File: config.mk
export PLATFORM = sky130hd
export DESIGN_NAME = fpu_result_collector
export DESIGN_NICKNAME = d
export VERILOG_FILES = /design/src/rtl/fpu_result_collector.sv
export SDC_FILE = /design/constraint.sdc
export NUM_CORES = 1
export LEC_CHECK = 0
export BUFFER_PORTS_ARGS = -buffer_cell sky130_fd_sc_hd__buf_2
export CORE_MARGIN = 10
export CORE_UTILIZATION = 40
export CTS_BUF_LIST = sky130_fd_sc_hd__clkbuf_8 sky130_fd_sc_hd__clkbuf_16
export CTS_CLUSTER_DIAMETER = 40
export CTS_CLUSTER_SIZE = 24
export DETAILED_ROUTE_END_ITERATION = 10
export PLACE_DENSITY = 0.59
export SYNTH_ARGS = -nofsm -noshare
export SYNTH_HDL_FRONTEND = slang
export SYNTH_SLANG_ARGS = --single-unit
File: constraint.sdc
create_clock -name clk -period 1.9 [get_ports clk]
set_input_delay 0.095 -clock clk [delete_from_list [all_inputs] [get_ports clk]]
set_output_delay 0.095 -clock clk [all_outputs]
set_load 0.01 [all_outputs]
File: src/rtl/fpu_result_collector.sv
// Result collector behind the FPU: tracks issues through the fixed FPU latency,
// packs results into IEEE-754 words, buffers them in a FWFT FIFO with credit backpressure.
module fpu_result_collector #(
  parameter int LATENCY = 3,
  parameter int DEPTH   = 4
) (
  input  logic        clk,
  input  logic        rst,
  input  logic        issue_valid,
  input  logic        issue_op,
  output logic        issue_ready,
  input  logic [7:0]  Ez,
  input  logic [22:0] Mz,
  input  logic        Sz,
  input  logic [4:0]  fpu_flags,
  output logic        res_valid,
  input  logic        res_ready,
  output logic [31:0] res_word,
  output logic [4:0]  res_flags,
  output logic        res_op,
  output logic [4:0]  sticky_flags,
  input  logic        clr_sticky,
  output logic        drop_err
);

  localparam int AW = $clog2(DEPTH);
  localparam int CW = $clog2(DEPTH + 1);
  localparam int SW = $clog2(DEPTH + LATENCY + 1);

  // Handshakes: an issue is taken on issue_valid && issue_ready; a result leaves
  // the FIFO on res_valid && res_ready. Both take effect on the rising edge.

  logic [LATENCY-1:0] trk_vld;
  logic [LATENCY-1:0] trk_op;
  logic [SW-1:0]      inflight;
  logic [CW-1:0]      occ;
  logic [AW-1:0]      wr_ptr;
  logic [AW-1:0]      rd_ptr;
  logic [37:0]        mem [DEPTH];
  logic [37:0]        head;
  logic               accept;
  logic               push;
  logic               pop;

  always_comb begin
    inflight = '0;
    for (int i = 0; i < LATENCY; i++) begin
      inflight = inflight + SW'(trk_vld[i]);
    end
  end

  // Credit counts results still inside the FPU as already occupying the FIFO.
  assign issue_ready = (inflight + SW'(occ)) < SW'(DEPTH);
  assign accept      = issue_valid & issue_ready;
  assign push        = trk_vld[LATENCY-1];
  assign res_valid   = (occ != '0);
  assign pop         = res_valid & res_ready;

  always_ff @(posedge clk or negedge rst) begin
    if (!rst) begin
      trk_vld <= '0;
      trk_op  <= '0;
    end else begin
      for (int i = 0; i < LATENCY; i++) begin
        if (i == 0) begin
          trk_vld[i] <= accept;
          trk_op[i]  <= issue_op;
        end else begin
          trk_vld[i] <= trk_vld[i-1];
          trk_op[i]  <= trk_op[i-1];
        end
      end
    end
  end

  always_ff @(posedge clk or negedge rst) begin
    if (!rst) begin
      for (int i = 0; i < DEPTH; i++) begin
        mem[i] <= '0;
      end
      wr_ptr <= '0;
      rd_ptr <= '0;
      occ    <= '0;
    end else begin
      if (push) begin
        mem[wr_ptr] <= {trk_op[LATENCY-1], fpu_flags, Sz, Ez, Mz};
        wr_ptr      <= wr_ptr + AW'(1);
      end
      if (pop) begin
        rd_ptr <= rd_ptr + AW'(1);
      end
      case ({push, pop})
        2'b10:   occ <= occ + CW'(1);
        2'b01:   occ <= occ - CW'(1);
        default: occ <= occ;
      endcase
    end
  end

  assign head      = mem[rd_ptr];
  assign res_word  = head[31:0];
  assign res_flags = head[36:32];
  assign res_op    = head[37];

  // A clear coinciding with a push keeps only that push's flags.
  always_ff @(posedge clk or negedge rst) begin
    if (!rst) begin
      sticky_flags <= '0;
      drop_err     <= 1'b0;
    end else begin
      if (push) begin
        sticky_flags <= (clr_sticky ? 5'b0 : sticky_flags) | fpu_flags;
      end else if (clr_sticky) begin
        sticky_flags <= '0;
      end
      if (issue_valid && !issue_ready) begin
        drop_err <= 1'b1;
      end
    end
  end

endmodule
* Word level (Yosys, flattened, before mapping)
Cells that the tools add are included.
** Storage, ports and cells
- Bits in registers :: 171
- Input port bits :: 43
- Output and inout port bits :: 46
** Cells by class
- Add/sub/neg operators :: 7
- $lt $le $gt $ge :: 4
- Equal/unequal tests :: 2
- Mux-type cells :: 9
- Bitwise logic cells :: 5
- Reduce and logical (&&, ||, !) cells :: 5
** Operator list (number)
- bitwise mux 152 bit :: 1
- two-way mux 38 bit :: 3
- binary-select mux 38 bit (select 2 bit) :: 1
- demux 38 bit (select 2 bit) :: 1
- two-way mux 5 bit :: 2
- greater-or-equal comparator 3 bit, second input constant :: 2
- inverter 2 -> 3 bit :: 2
- one-hot mux 3 bit (2 select lines) :: 1
- bitwise OR 5 bit :: 1
- adder 2 x 1 -> 2 bit, second input constant :: 2
- adder 2 x 1 -> 3 bit :: 1
- adder 3 x 1 -> 3 bit, second input constant :: 1
- adder 3 bit :: 1
- less-than comparator 3 x 1 -> 1 bit, second input constant :: 1
- less-than comparator 3 bit, second input constant :: 1
- nonzero test 3 bit :: 1
- subtractor 3 x 1 -> 3 bit, second input constant :: 1
- adder 1 x 1 -> 2 bit :: 1
- bitwise AND 1 bit :: 2
- == test 2 x 1 -> 1 bit, second input constant :: 1
- == test 2 bit, second input constant :: 1
- logical AND 1 bit :: 2
- nonzero test 2 bit :: 1
- logical NOT 1 bit :: 1

* Depth between registers and ports, before layout
- Word-level depth :: 6
- Depth in mapped cells :: 8

* Least setup slack after synthesis
Ideal clock, no wire load.
- Path type :: register to register
- Start :: register trk_vld[2]
- End :: register occ[2]
- Library setup time :: 79 ps
- Arrival time :: 1576 ps
- Data required time :: 1821 ps
- Setup slack :: 245 ps
- Cell stages (with the launch flop) :: 9
- Path buffers :: 1
- Clock period less this slack :: 1655 ps
- Path through :: dfrtp_1 buf_2 inv_1 ha_1 inv_1 fa_1 xor2_1 nor2_1 xor2_1
** On the way
- Cells in the longest elaborated chain, start to end :: 2
- Elaborated cells between the ends (all ways) :: 4
- Those cells by class :: eq/ne (2); mux (1); reduce/logical (1)
** Ends and longest elaborated chain
- start, declared :: RTL line 33 : logic [LATENCY-1:0] trk_vld;
- start signal, assigned by index :: RTL line 66 : trk_vld[i] <= accept;
- start signal, assigned by index :: RTL line 69 : trk_vld[i] <= trk_vld[i-1];
- == test 2 x 1 -> 1 bit or == test 2 bit (tied branches) :: RTL line 92 : case ({push, pop})
- one-hot mux 3 bit (2 select lines) or nonzero test 2 bit (tied branches)
- end signal, assigned :: RTL line 93 : 2'b10: occ <= occ + CW'(1);
- end signal, assigned :: RTL line 94 : 2'b01: occ <= occ - CW'(1);
- end, declared :: RTL line 36 : logic [CW-1:0] occ;
Several ways; a longest one is shown, not always the timed one.
A chain may end at the register's enable or synchronous reset.

* Worst setup path in the final report
- Start :: register occ[0]
- End :: output port issue_ready
** On the way
- Cells in the longest elaborated chain, start to end :: 2
** Ends and longest elaborated chain
- adder 3 bit :: RTL line 53 : assign issue_ready = (inflight + SW'(occ)) < SW'(DEPTH);
- less-than comparator 3 bit :: RTL line 53
- end, declared :: RTL line 11 : output logic issue_ready,
No other way between the ends.

==> run metrics <==
Net Switching=5.603 mW; part of the power in registers=0.352; number of global-route vias before repair=5011; Initial Utilization=0.4090; clock latency reported for the late side of the worst-skew pair=0.42 ns; worst-path cell with the longest stage delay=dfrtp_2; end of the worst hold path=rd_ptr[0]; switching power as a share of total power=0.3051; Post-synth ARST share=1.000; maximum number of pins on one net before global-route repair=63; post-synthesis cell area=0.007397 mm²; highest-count cells in the layout ignoring fill and taps=dfrtp_1, mux2_2, mux2_1; power density relative to cell area=1892 mW/mm²; total grt overflow=0; gp weighted congestion=0.7337; longest individual stage delay on the worst path=0.43 ns; detail-routed net length per standard cell=19.81 µm; depth of the worst hold-timing path=4; clk buf depth=2; path class of the lowest-slack min-delay path=in -> reg; worst-case vdd ir drop=0.0008801 V; DRT Wirelength=16560 µm; internal power=12.76 mW; number of antenna violations at the first check in global routing=0; Via Count=4250; portion of the clock cycle consumed by the worst path in the final layout=1.109; Max Clock Skew=0.009823 ns; count of yosys warnings during synthesis=0; iteration count of the initial detailed-routing pass=4; CP startpoint kind=register; Worst-Margin Slew=0.5984 ns; final hold viol count=0; endpoint of the worst-slack reg-to-reg timing path=occ[2]; sort of element at the end of the critical path=primary output; critical path type=reg -> out; Inserted Clock Buffers=17; Die X-Extent=156.0 µm; Worst Min Path Start=res_ready; critical-path maximum fanout=3; number of different library cells in the post-synthesis netlist=22; post-DR vias/cell=5.084; Static Leakage=4.206 nW; PortBufs=88; final routed DRC violation total=0; portion of the post-synthesis area used by sequential elements=0.5785; R2R cell count=8; TritonCTS clock tree=yes; Seq cells post-synth=171; placeable core region=0.01809 mm²; clock slew at reported path FFs=0.07 ns; wire length of the first global-routing pass=27430 µm; cell family with the largest share of critical-path delay=adder cells; arrival time worst endpoint=2.01 ns; violations in the final reports=setup timing; fillcell total=1437; Synth-to-Final Area Change=31.24%; cell chain of the critical path=fa_2, ha_4, a31oi_4, xnor2_2, inv_1, buf_6; layout cells sized above 1=0.4778; flip-flop and latch area=0.004288 mm²; Bufs and invs on worst path=2; worst relative slew slack=0.6011; highest clock rate=474.6 MHz; fin crit period=2.107 ns; clock share of power=0.192; RSZ-0062 raised after global routing=yes; setup ws final=-0.2069 ns; combinational fraction of design power=0.456; Net Count, Synth=489; ANT nets after route=0; number of levels in the clock H-tree=4; root buffer selected by CTS=clkbuf_16; max cap viols=0; outcome=finished, violations left; final setup fails=24; IO Count=89; number of sinks driven by the clock tree=171; total global-route track usage=0.1448; Inserted Diodes=0; most common cell after layout, fill and taps aside=dfrtp_1; die boundary height=156.0 µm; count of flip-flops with a built-in enable after synthesis=0; worst hold-check slack=0.1469 ns; die area=0.02433 mm²; post-synthesis cell count=438; predominant post-synthesis flop cell=dfrtp_1; Multi-input gate area=0.002917 mm²; setup TNS=-0.5915 ns; FP Rows=49; post-detail-place hpwl=10590 µm; launching point of the worst reg2reg path=occ[0]; violation count after the first detailed-route iteration=149; flop-to-flop setup slack=0.06 ns; required time at the worst-slack endpoint=1.80 ns; average cell area after synthesis=16.89 µm²; pins over their slew limit=0; Layout Nets=645
## flip-flops by register name, summed over array words and instances, names as in the netlist
signal and flops:
rd_ptr 2, drop_err 1, sticky_flags 5, mem 152, wr_ptr 2, trk_vld 3
occ 3, trk_op 3
## repair_timing
action                                 in CTS  in global routing
gates cloned                                4                  0
hold buffers                               42                  0
setup endpoints to repair                  33                 40
setup buffers                               5                  9
gates resized for setup                    45                 26
pin swaps                                   4                  8
endpoints found under the hold margin     213                  0
## cell families after synthesis
family | Yosys count | share of synthesized area
adders and majority gates | 8 | 0.01556
muxes | 191 | 0.3484
DFF | 171 | 0.5785
xor gates and xnor gates | 7 | 0.008288
and+or+nand+nor | 14 | 0.007781
buffers and inverters | 38 | 0.03434
AOI/OAI and AO/OA | 9 | 0.007105
## cell type report
class / count / area share
Tap cell: 229 / 0.02951
Clock inverter: 13 / 0.01559
Sequential cell: 171 / 0.4417
Clock buffer: 19 / 0.04666
Inverter: 12 / 0.004640
Multi-Input combinational cell: 229 / 0.3004
Timing Repair Buffer: 163 / 0.1615
## cell usage after synthesis, types with 4 or more instances
master / number / area (µm²)
dfrtp_1: 171 / 4279
buf_2: 8 / 40.04
o21ai_0: 6 / 30.03
mux2_2: 86 / 968.4
mux4_2: 38 / 855.8
buf_4: 5 / 37.54
mux2_1: 66 / 743.2
buf_6: 11 / 123.9
nand2_1: 11 / 41.29
xor2_1: 4 / 35.03
inv_1: 12 / 45.04
ha_1: 6 / 75.07
## power by group through the flow
stage	logic [mW]	clock network, mW	registers [mW]
2_1_floorplan	4.70	0	6.12
3_3_place_gp	6.55	0	6.35
3_5_place_dp	6.73	0	6.50
4_1_cts	8.21	3.61	6.50
5_1_grt	9.06	3.76	6.71
6_report	8.38	3.52	6.47
## worst reg2reg max path: stages (launching register included)
cell and delay (ns):
dfrtp_2 0.43, buf_4 0.14, o31a_1 0.26, ha_2 0.21
inv_1 0.08, fa_2 0.19, xor2_1 0.15, nor2_1 0.08
xor2_1 0.17
## worst max-delay path by stage
stage | startpoint | to | slack [ns] | depth (start not counted)
final | occ[0] | issue_ready | -0.21 | 6
after floorplan | trk_vld[2] | occ[2] | 0.25 | 8
after global routing | occ[0] | issue_ready | -0.29 | 6
after detailed placement | occ[0] | occ[2] | 0.02 | 7
after global placement | trk_vld[0] | issue_ready | 0.16 | 6
after CTS | trk_vld[1] | issue_ready | -0.26 | 6
## routing by layer
layer  GRT usage  share of wire  vias up
li1            -              -     1904
met1      0.1775           0.45     2255
met2      0.2423           0.49       77
met3     0.04329          0.049       14
met4     0.04182          0.011        0
met5           0              0        -
## metrics by stage
stage	instance area, µm²	std cells	util	total power, mW	setup WS, ns
finish	9708	836	0.5368	18.37	-0.2069
global route	9708	836	0.5368	19.52	-0.2862
CTS	9625	831	0.5322	18.33	-0.2623
detailed placement	8227	748	0.4549	13.24	0.02289
global placement	8227	748	0.4549	12.89	0.1589
floorplan	7397	438	-	10.82	0.2451
(Power assumes the default switching activity.)
